[src/rtl/latch_acq_sequencer_if.sv]
// rtl/latch_acq_sequencer_if.sv - readout stream bundle between the acquisition sequencer and the FIFO path
interface latch_acq_sequencer_if #(
    parameter int WIDTH = 12,
    parameter int CH_W  = 2
);
    logic [WIDTH-1:0] out_data;
    logic [CH_W-1:0]  out_ch;
    logic             out_valid;
    logic             out_ready;

    modport master (output out_data, output out_ch, output out_valid, input out_ready);
    modport slave  (input out_data, input out_ch, input out_valid, output out_ready);
endinterface

[src/rtl/latch_acq_sequencer.sv]
// rtl/latch_acq_sequencer.sv - trigger -> peaking delay -> latch strobe -> channel readout -> dead time
// Optional lost-trigger counter enabled by defining LATCH_SEQ_LOST_CNT_EN.
module latch_acq_sequencer #(
    parameter int WIDTH       = 12,
    parameter int N_CH        = 4,
    parameter int DLY_W       = 8,
    parameter int HOLD_CYCLES = 2
) (
    input  logic                  clk,
    input  logic                  reset,
    input  logic                  trigger_i,
    input  logic [DLY_W-1:0]      delay_cfg_i,
    input  logic [DLY_W-1:0]      dead_cfg_i,
    input  logic [N_CH*WIDTH-1:0] latch_data_i,
    output logic                  update_flag_o,
    output logic                  busy_o,
    output logic [15:0]           event_count_o,
    latch_acq_sequencer_if.master rd
`ifdef LATCH_SEQ_LOST_CNT_EN
    ,
    output logic [15:0]           lost_count_o
`endif
);
    localparam int CH_W   = (N_CH > 1) ? $clog2(N_CH) : 1;
    localparam int HOLD_W = (HOLD_CYCLES > 1) ? $clog2(HOLD_CYCLES) : 1;

    typedef enum logic [2:0] {
        S_IDLE,
        S_DELAY,
        S_LATCH,
        S_SETTLE,
        S_SEND,
        S_DEAD
    } state_t;

    state_t            state_q, state_d;
    logic [DLY_W-1:0]  cnt_q, cnt_d;
    logic [HOLD_W-1:0] hold_q, hold_d;
    logic [CH_W-1:0]   idx_q, idx_d;
    logic [WIDTH-1:0]  data_q, data_d;
    logic [15:0]       evt_q, evt_d;
    logic              upd_q, upd_d;
    logic              valid_q, valid_d;
    logic              busy_q;
    logic              trig_q;

    logic              edge_w;
    logic [CH_W-1:0]   idx_inc;
    logic [CH_W-1:0]   sel_w;
    logic [WIDTH-1:0]  word_w;

    assign edge_w  = trigger_i & ~trig_q;
    assign idx_inc = idx_q + CH_W'(1);

    // The word loaded next is ch0 on entry to SEND, otherwise the one after idx_q.
    assign sel_w  = (state_q == S_SEND) ? idx_inc : '0;
    assign word_w = latch_data_i[sel_w*WIDTH +: WIDTH];

    always_comb begin
        state_d = state_q;
        cnt_d   = cnt_q;
        hold_d  = hold_q;
        idx_d   = idx_q;
        data_d  = data_q;
        evt_d   = evt_q;
        upd_d   = upd_q;
        valid_d = valid_q;
        case (state_q)
            S_IDLE: begin
                if (edge_w) begin
                    state_d = S_DELAY;
                    cnt_d   = delay_cfg_i;
                end
            end
            S_DELAY: begin
                if (cnt_q == '0) begin
                    state_d = S_LATCH;
                    upd_d   = 1'b1;
                    hold_d  = HOLD_W'(HOLD_CYCLES - 1);
                    evt_d   = evt_q + 16'd1;
                end else begin
                    cnt_d = cnt_q - DLY_W'(1);
                end
            end
            S_LATCH: begin
                if (hold_q == '0) begin
                    state_d = S_SETTLE;
                    upd_d   = 1'b0;
                end else begin
                    hold_d = hold_q - HOLD_W'(1);
                end
            end
            S_SETTLE: begin
                state_d = S_SEND;
                idx_d   = '0;
                valid_d = 1'b1;
                data_d  = word_w;
            end
            S_SEND: begin
                if (valid_q && rd.out_ready) begin
                    if (idx_q == CH_W'(N_CH - 1)) begin
                        state_d = S_DEAD;
                        valid_d = 1'b0;
                        cnt_d   = dead_cfg_i;
                    end else begin
                        idx_d  = idx_inc;
                        data_d = word_w;
                    end
                end
            end
            S_DEAD: begin
                if (cnt_q == '0) begin
                    state_d = S_IDLE;
                end else begin
                    cnt_d = cnt_q - DLY_W'(1);
                end
            end
            default: state_d = S_IDLE;
        endcase
    end

    always_ff @(posedge clk or posedge reset) begin
        if (reset) begin
            state_q <= S_IDLE;
            cnt_q   <= '0;
            hold_q  <= '0;
            idx_q   <= '0;
            data_q  <= '0;
            evt_q   <= '0;
            upd_q   <= 1'b0;
            valid_q <= 1'b0;
            busy_q  <= 1'b0;
            trig_q  <= 1'b0;
        end else begin
            state_q <= state_d;
            cnt_q   <= cnt_d;
            hold_q  <= hold_d;
            idx_q   <= idx_d;
            data_q  <= data_d;
            evt_q   <= evt_d;
            upd_q   <= upd_d;
            valid_q <= valid_d;
            busy_q  <= (state_d != S_IDLE);
            trig_q  <= trigger_i;
        end
    end

`ifdef LATCH_SEQ_LOST_CNT_EN
    logic [15:0] lost_q;

    always_ff @(posedge clk or posedge reset) begin
        if (reset) begin
            lost_q <= '0;
        end else if (edge_w && (state_q != S_IDLE) && (lost_q != 16'hFFFF)) begin
            lost_q <= lost_q + 16'd1;
        end
    end

    assign lost_count_o = lost_q;
`endif

    assign update_flag_o = upd_q;
    assign busy_o        = busy_q;
    assign event_count_o = evt_q;
    assign rd.out_data   = data_q;
    assign rd.out_ch     = idx_q;
    assign rd.out_valid  = valid_q;
endmodule
[src/flat_wrapper.sv]
// flat-port wrapper written by rule: the top's interface ports become plain ports
module latch_acq_sequencer_flat 
#(
    parameter int WIDTH       = 12,
    parameter int N_CH        = 4,
    parameter int DLY_W       = 8,
    parameter int HOLD_CYCLES = 2
)
  (clk, reset, trigger_i, delay_cfg_i, dead_cfg_i, latch_data_i, update_flag_o, busy_o, event_count_o, rd_out_data, rd_out_ch, rd_out_valid, rd_out_ready);
  latch_acq_sequencer_if #(.WIDTH(WIDTH)) rd_i ();
  input  logic clk;
  input  logic reset;
  input  logic trigger_i;
  input  logic [DLY_W-1:0] delay_cfg_i;
  input  logic [DLY_W-1:0] dead_cfg_i;
  input  logic [N_CH*WIDTH-1:0] latch_data_i;
  output logic update_flag_o;
  output logic busy_o;
  output logic [15:0] event_count_o;
  output wire logic [$bits(rd_i.out_data)-1:0] rd_out_data;
  output wire logic [$bits(rd_i.out_ch)-1:0] rd_out_ch;
  output wire logic [$bits(rd_i.out_valid)-1:0] rd_out_valid;
  input wire logic [$bits(rd_i.out_ready)-1:0] rd_out_ready;
  assign rd_out_data = rd_i.out_data;
  assign rd_out_ch = rd_i.out_ch;
  assign rd_out_valid = rd_i.out_valid;
  assign rd_i.out_ready = rd_out_ready;
  latch_acq_sequencer #(.WIDTH(WIDTH), .N_CH(N_CH), .DLY_W(DLY_W), .HOLD_CYCLES(HOLD_CYCLES)) u_core (.clk(clk), .reset(reset), .trigger_i(trigger_i), .delay_cfg_i(delay_cfg_i), .dead_cfg_i(dead_cfg_i), .latch_data_i(latch_data_i), .update_flag_o(update_flag_o), .busy_o(busy_o), .event_count_o(event_count_o), .rd(rd_i));
endmodule
[config.mk]
export PLATFORM = sky130hd
export DESIGN_NAME = latch_acq_sequencer_flat
export DESIGN_NICKNAME = d
export VERILOG_FILES = /design/src/rtl/latch_acq_sequencer_if.sv /design/src/rtl/latch_acq_sequencer.sv /design/src/flat_wrapper.sv
export SDC_FILE = /design/constraint.sdc
export NUM_CORES = 1
export LEC_CHECK = 0
export CORE_ASPECT_RATIO = 0.7
export CORE_MARGIN = 1
export CORE_UTILIZATION = 42
export CTS_BUF_LIST = sky130_fd_sc_hd__clkbuf_4
export CTS_CLUSTER_SIZE = 14
export DETAILED_ROUTE_END_ITERATION = 16
export GPL_ROUTABILITY_DRIVEN = 0
export GPL_TIMING_DRIVEN = 0
export HOLD_SLACK_MARGIN = 0.03
export PLACE_DENSITY = 0.79
export REMOVE_ABC_BUFFERS = 1
export SYNTH_ARGS = -nofsm -noshare
export SYNTH_HDL_FRONTEND = slang
export SYNTH_SLANG_ARGS = --single-unit
[constraint.sdc]
create_clock -name clk -period 1.9 [get_ports clk]
set_clock_uncertainty 0.1 [all_clocks]
set_input_delay 0.19 -clock clk [delete_from_list [all_inputs] [get_ports clk]]
set_output_delay 0.19 -clock clk [all_outputs]
set_load 0.05 [all_outputs]
==> results <==
- The flow ran to the end, and the final reports show no timing, DRC or antenna violations.
- The footprint of the flip-flops and latches is 1166 µm².
- The worst path uses 99.21% of the clock period.
- The leakage power figure is 2.137 nW.
- The most common cell after layout, fill and taps aside is sky130_fd_sc_hd__clkdlybuf4s50_1.
- The number of routed nets with antenna violations is 0.
- The data required time at the worst endpoint is around 2.1 ns.
- The hold path startpoint is trigger_i.
- Before antenna repair, the detailed router went through 5 iterations.
- The residual overflow from global routing is 0.
- The number of hold-slack violations in the final timing report is 0.
- The count of synthesis-stage warnings from yosys is 0.
- After floorplanning, the core was sized to cover 6336 µm².
- For this run, the top clock speed supported by timing is between 0.5 and 0.6 GHz.
- The endpoint of the worst register-to-register path is u_core.cnt_q[6]$_DFFE_PP0P_.
- The post-synthesis cell count is ~310.
- The critical path is of the reg2reg type.
- In the synthesized netlist the dominant register cell turns out to be sky130_fd_sc_hd__dfrtp_1.
- Measured along the y axis, the die boundary spans roughly 70 µm.
- The number of buffers created by CTS is 5.
- The largest stage delay on the critical path is 0.57 ns.
- The floorplan step defined a die boundary enclosing roughly 7000 µm².
- After clock tree synthesis, the clock-pin slew on the worst setup and hold paths is roughly 0.14 ns.
- The floorplan has 24 rows.
- The post-detailed-route wirelength per cell is between 15 and 20 µm.
- Broken down by cell family, the worst path's largest delay share belongs to flip-flops.
- The register bit total from synthesis is between 40 and 50.
- Clock tree synthesis found a total of 46 sinks.
- The worst path in the final design needs a cycle of between 1.5 and 2 ns, including I/O delays and setup.
- Counting cells, the worst reg-to-reg path comes to 5.
- The final number of setup-violating endpoints is 0.
- For hold timing, the worst endpoint is u_core.trig_q$_DFF_PP0_.
- The share of total power dissipated in sequential elements is between 20% and 30%.
- The clock root buffer is sky130_fd_sc_hd__clkbuf_4.
- The overall routing resource usage is 23.86%.
- The max-cap violation count is 0.
- The internal power of the cells totals around 3.1 mW.
- Along the worst path, the maximum fanout reaches 7.
- The initial utilization of the core area, before any placement, comes to between 40% and 50%.
- The flop-to-flop setup slack is ~0.015 ns.
- The signal on the critical path passes through clkbuf_2, nor2b_1, nand4_1, o221a_2, o21ai_0.
- The source-to-sink clock delay at the later pin of the worst-skew pair is between 0.3 and 0.4 ns.
- For this block, the initial DRC count from the detailed router was 256.
- The routed layout has a little under 3000 vias.
- The number of antenna violations at the first check in global routing is 0.
- Counting both buffers and inverters, the worst setup path holds a total of 1.
- In this run, the clock network consumes between 10 and 15% of the power.
- At the end of the flow, the number of nets in the layout was 507.
- The peak supply drop is roughly 660 µV.
- The origin of the critical flop-to-flop path is u_core.state_q[1]$_DFF_PP0_.
- Detailed placement finished with a half-perimeter wire length of 5.332 mm.
- The data arrival at the endpoint of the critical path is 2.07 ns.
- The number of global-route vias before repair is approximately 2700.
- The residual DRC count is 0.
- Setup repair after global routing could not meet its margin everywhere.
- The startpoint class of the critical path is a flop.
- In the final layout, the share of cells above drive strength 1 is between 10% and 20%.
- The net switching fraction of the power is between 40% and 50%.
- The per-instance average area after synthesis is 9.169 µm².
- At the pin with the least slew margin, the transition time is around 0.52 ns.
- The number of antenna diodes in the final layout is 0.
- In the final layout, the multi-input gates occupy 1667 µm².
- Leaving out fill and tap cells, the most frequent cells in the layout are sky130_fd_sc_hd__clkdlybuf4s50_1 (73), sky130_fd_sc_hd__nand2_1 (47), sky130_fd_sc_hd__dfrtp_1 (42), sky130_fd_sc_hd__buf_4 (29), sky130_fd_sc_hd__nor2b_1 (17).
- The mapped cell area is ~2800 µm².
- The clock tree buffer depth is 2.
- The port buffer count is 100.
- Using the TritonRoute via totals, the vias-per-cell ratio works out to between 5 and 6.
- The first-pass GRT wire length is 13.05 mm.
- The largest net degree at the start of global routing is 31.
- After synthesis, the share of flip-flops with an asynchronous set or reset is 100.0%.
- The relative max-transition margin is between 60% and 70%.
- Power spread over the standard cell area amounts to 1279 nW/µm².
- Cells fill about 70% of the core in the end.
- Combinational cells account for 61.2% of the total power.
- TritonCTS built the clock tree.
- The final-layout fill cell count is ~500.
- Counting flops with a built-in enable in the synthesized netlist gives 0.
- The cell count of the worst hold path is 1.
- The number of top-level pins is just over 100.
- The portion of the post-synthesis area used by sequential elements is around 41%.
- The slowest cell on the critical path is sky130_fd_sc_hd__dfrtp_4.
- Wires add up to just under 9 mm.
- The worst hold path belongs to the class in2reg.
- The maximum level of the CTS H-tree is 2.
- The horizontal extent of the die is roughly 100 µm.
- The final-layout worst hold slack is 0.2419 ns.
- The final max-slew violation count was 0.
- The layout overhead on the synthesized area is 58.12%.
- The count of cell types in the netlist is 50.
- STA classifies the critical path endpoint as a flop.
- The net switching power of the design is around 2.6 mW.
## kinds of logic after synthesis
kind of cell	Yosys count	synth area share (%)
and+or+nand+nor	137	28.72
AOI/OAI and AO/OA	72	18.30
buffers and inverters	27	3.758
adders and majority gates	4	1.790
DFF	46	41.16
muxes	3	1.253
xor gates and xnor gates	16	5.011
## worst max path at each step
stage | startpoint | endpoint | cells past startpoint | slack [ns]
3_5_place_dp | u_core.rd.out_ch[0]$_DFFE_PP0P_ | u_core.rd.out_ch[0]$_DFFE_PP0P_ | 4 | -0.98
5_1_grt | u_core.state_q[0]$_DFF_PP0_ | u_core.rd.out_data[11]$_DFFE_PP0P_ | 6 | -0.05
6_report | u_core.state_q[1]$_DFF_PP0_ | u_core.cnt_q[6]$_DFFE_PP0P_ | 5 | 0.02
3_3_place_gp | u_core.rd.out_ch[0]$_DFFE_PP0P_ | u_core.rd.out_ch[0]$_DFFE_PP0P_ | 4 | -0.86
2_1_floorplan | u_core.rd.out_ch[0]$_DFFE_PP0P_ | u_core.rd.out_ch[0]$_DFFE_PP0P_ | 4 | -0.68
4_1_cts | u_core.rd.out_ch[1]$_DFFE_PP0P_ | rd_out_ch[1] | 1 | 0.01
## state kept, by name (all words and copies together), names as in the netlist
signal and count:
u_core.busy_o 1, u_core.cnt_q 8, u_core.event_count_o 16, u_core.hold_q 1, u_core.rd.out_ch 2, u_core.rd.out_data 12, u_core.rd.out_valid 1, u_core.state_q 3
u_core.trig_q 1, u_core.update_flag_o 1
## per-layer routing
layer	GRT usage, %	share of wire, %	vias up
li1	-	-	1355
met1	33.38	44	1366
met2	37.89	47	148
met3	5.606	7.8	20
met4	4.739	1.4	0
met5	0	0	-
## layout make-up
| class | instances | area share, % |
|---|---|---|
| Clock buffer | 6 | 1.019 |
| Clock inverter | 2 | 0.8489 |
| Inverter | 12 | 1.019 |
| Multi-Input combinational cell | 233 | 37.69 |
| Sequential cell | 46 | 26.37 |
| Tap cell | 91 | 2.575 |
| Timing Repair Buffer | 137 | 30.48 |
## power groups by stage
| stage | combinational (mW) | clock (mW) | sequential (mW) |
|---|---|---|---|
| global placement | 2.58 | 0 | 1.66 |
| floorplan | 1.28 | 0 | 2.14 |
| detailed placement | 2.66 | 0 | 1.67 |
| finish | 3.46 | 0.619 | 1.57 |
| CTS | 3.11 | 0.633 | 1.63 |
| global route | 3.70 | 0.677 | 1.61 |
## synth_stat cells (4+ instances only)
| library cell | count | area share (%) |
|---|---|---|
| sky130_fd_sc_hd__a21oi_1 | 10 | 1.8 |
| sky130_fd_sc_hd__and3_1 | 14 | 3.1 |
| sky130_fd_sc_hd__o21ai_0 | 6 | 1.1 |
| sky130_fd_sc_hd__nand3_1 | 5 | 0.89 |
| sky130_fd_sc_hd__o22ai_1 | 6 | 1.3 |
| sky130_fd_sc_hd__nand2b_1 | 4 | 0.89 |
| sky130_fd_sc_hd__xor2_1 | 11 | 3.4 |
| sky130_fd_sc_hd__nor2_1 | 15 | 2.0 |
| sky130_fd_sc_hd__ha_1 | 4 | 1.8 |
| sky130_fd_sc_hd__nor2b_1 | 18 | 4.0 |
| sky130_fd_sc_hd__nor3_1 | 7 | 1.3 |
| sky130_fd_sc_hd__nand2_1 | 48 | 6.4 |
| sky130_fd_sc_hd__xnor2_1 | 5 | 1.6 |
| sky130_fd_sc_hd__clkbuf_1 | 11 | 1.5 |
| sky130_fd_sc_hd__dfrtp_1 | 46 | 41 |
| sky130_fd_sc_hd__a31oi_1 | 7 | 1.6 |
| sky130_fd_sc_hd__nor3b_1 | 4 | 1.1 |
| sky130_fd_sc_hd__a211oi_1 | 13 | 3.5 |
| sky130_fd_sc_hd__o31ai_1 | 15 | 4.0 |
| sky130_fd_sc_hd__inv_1 | 12 | 1.6 |
| sky130_fd_sc_hd__nand4_1 | 4 | 0.89 |
## what timing repair did
item,CTS,global route
cloned,1,0
pin swaps,5,8
hold buffers,1,0
gates resized for setup,33,30
setup buffers,19,16
setup endpoints to repair,60,39
hold endpoints to repair,16,0
## per-stage QoR
stage / TNS [ns] / instance area, µm² / power, mW / instances / setup WS, ns
after global routing: -0.2636 / 4422 / 5.987 / 527 / -0.04825
after floorplan: -11.54 / 2736 / 3.420 / 290 / -0.6847
final: 0 / 4422 / 5.654 / 527 / 0.01501
after global placement: -36.41 / 3851 / 4.242 / 481 / -0.8574
after detailed placement: -21.66 / 3871 / 4.330 / 482 / -0.9824
after CTS: 0 / 4187 / 5.374 / 511 / 0.01204
Power figures use the tool's default switching activity.
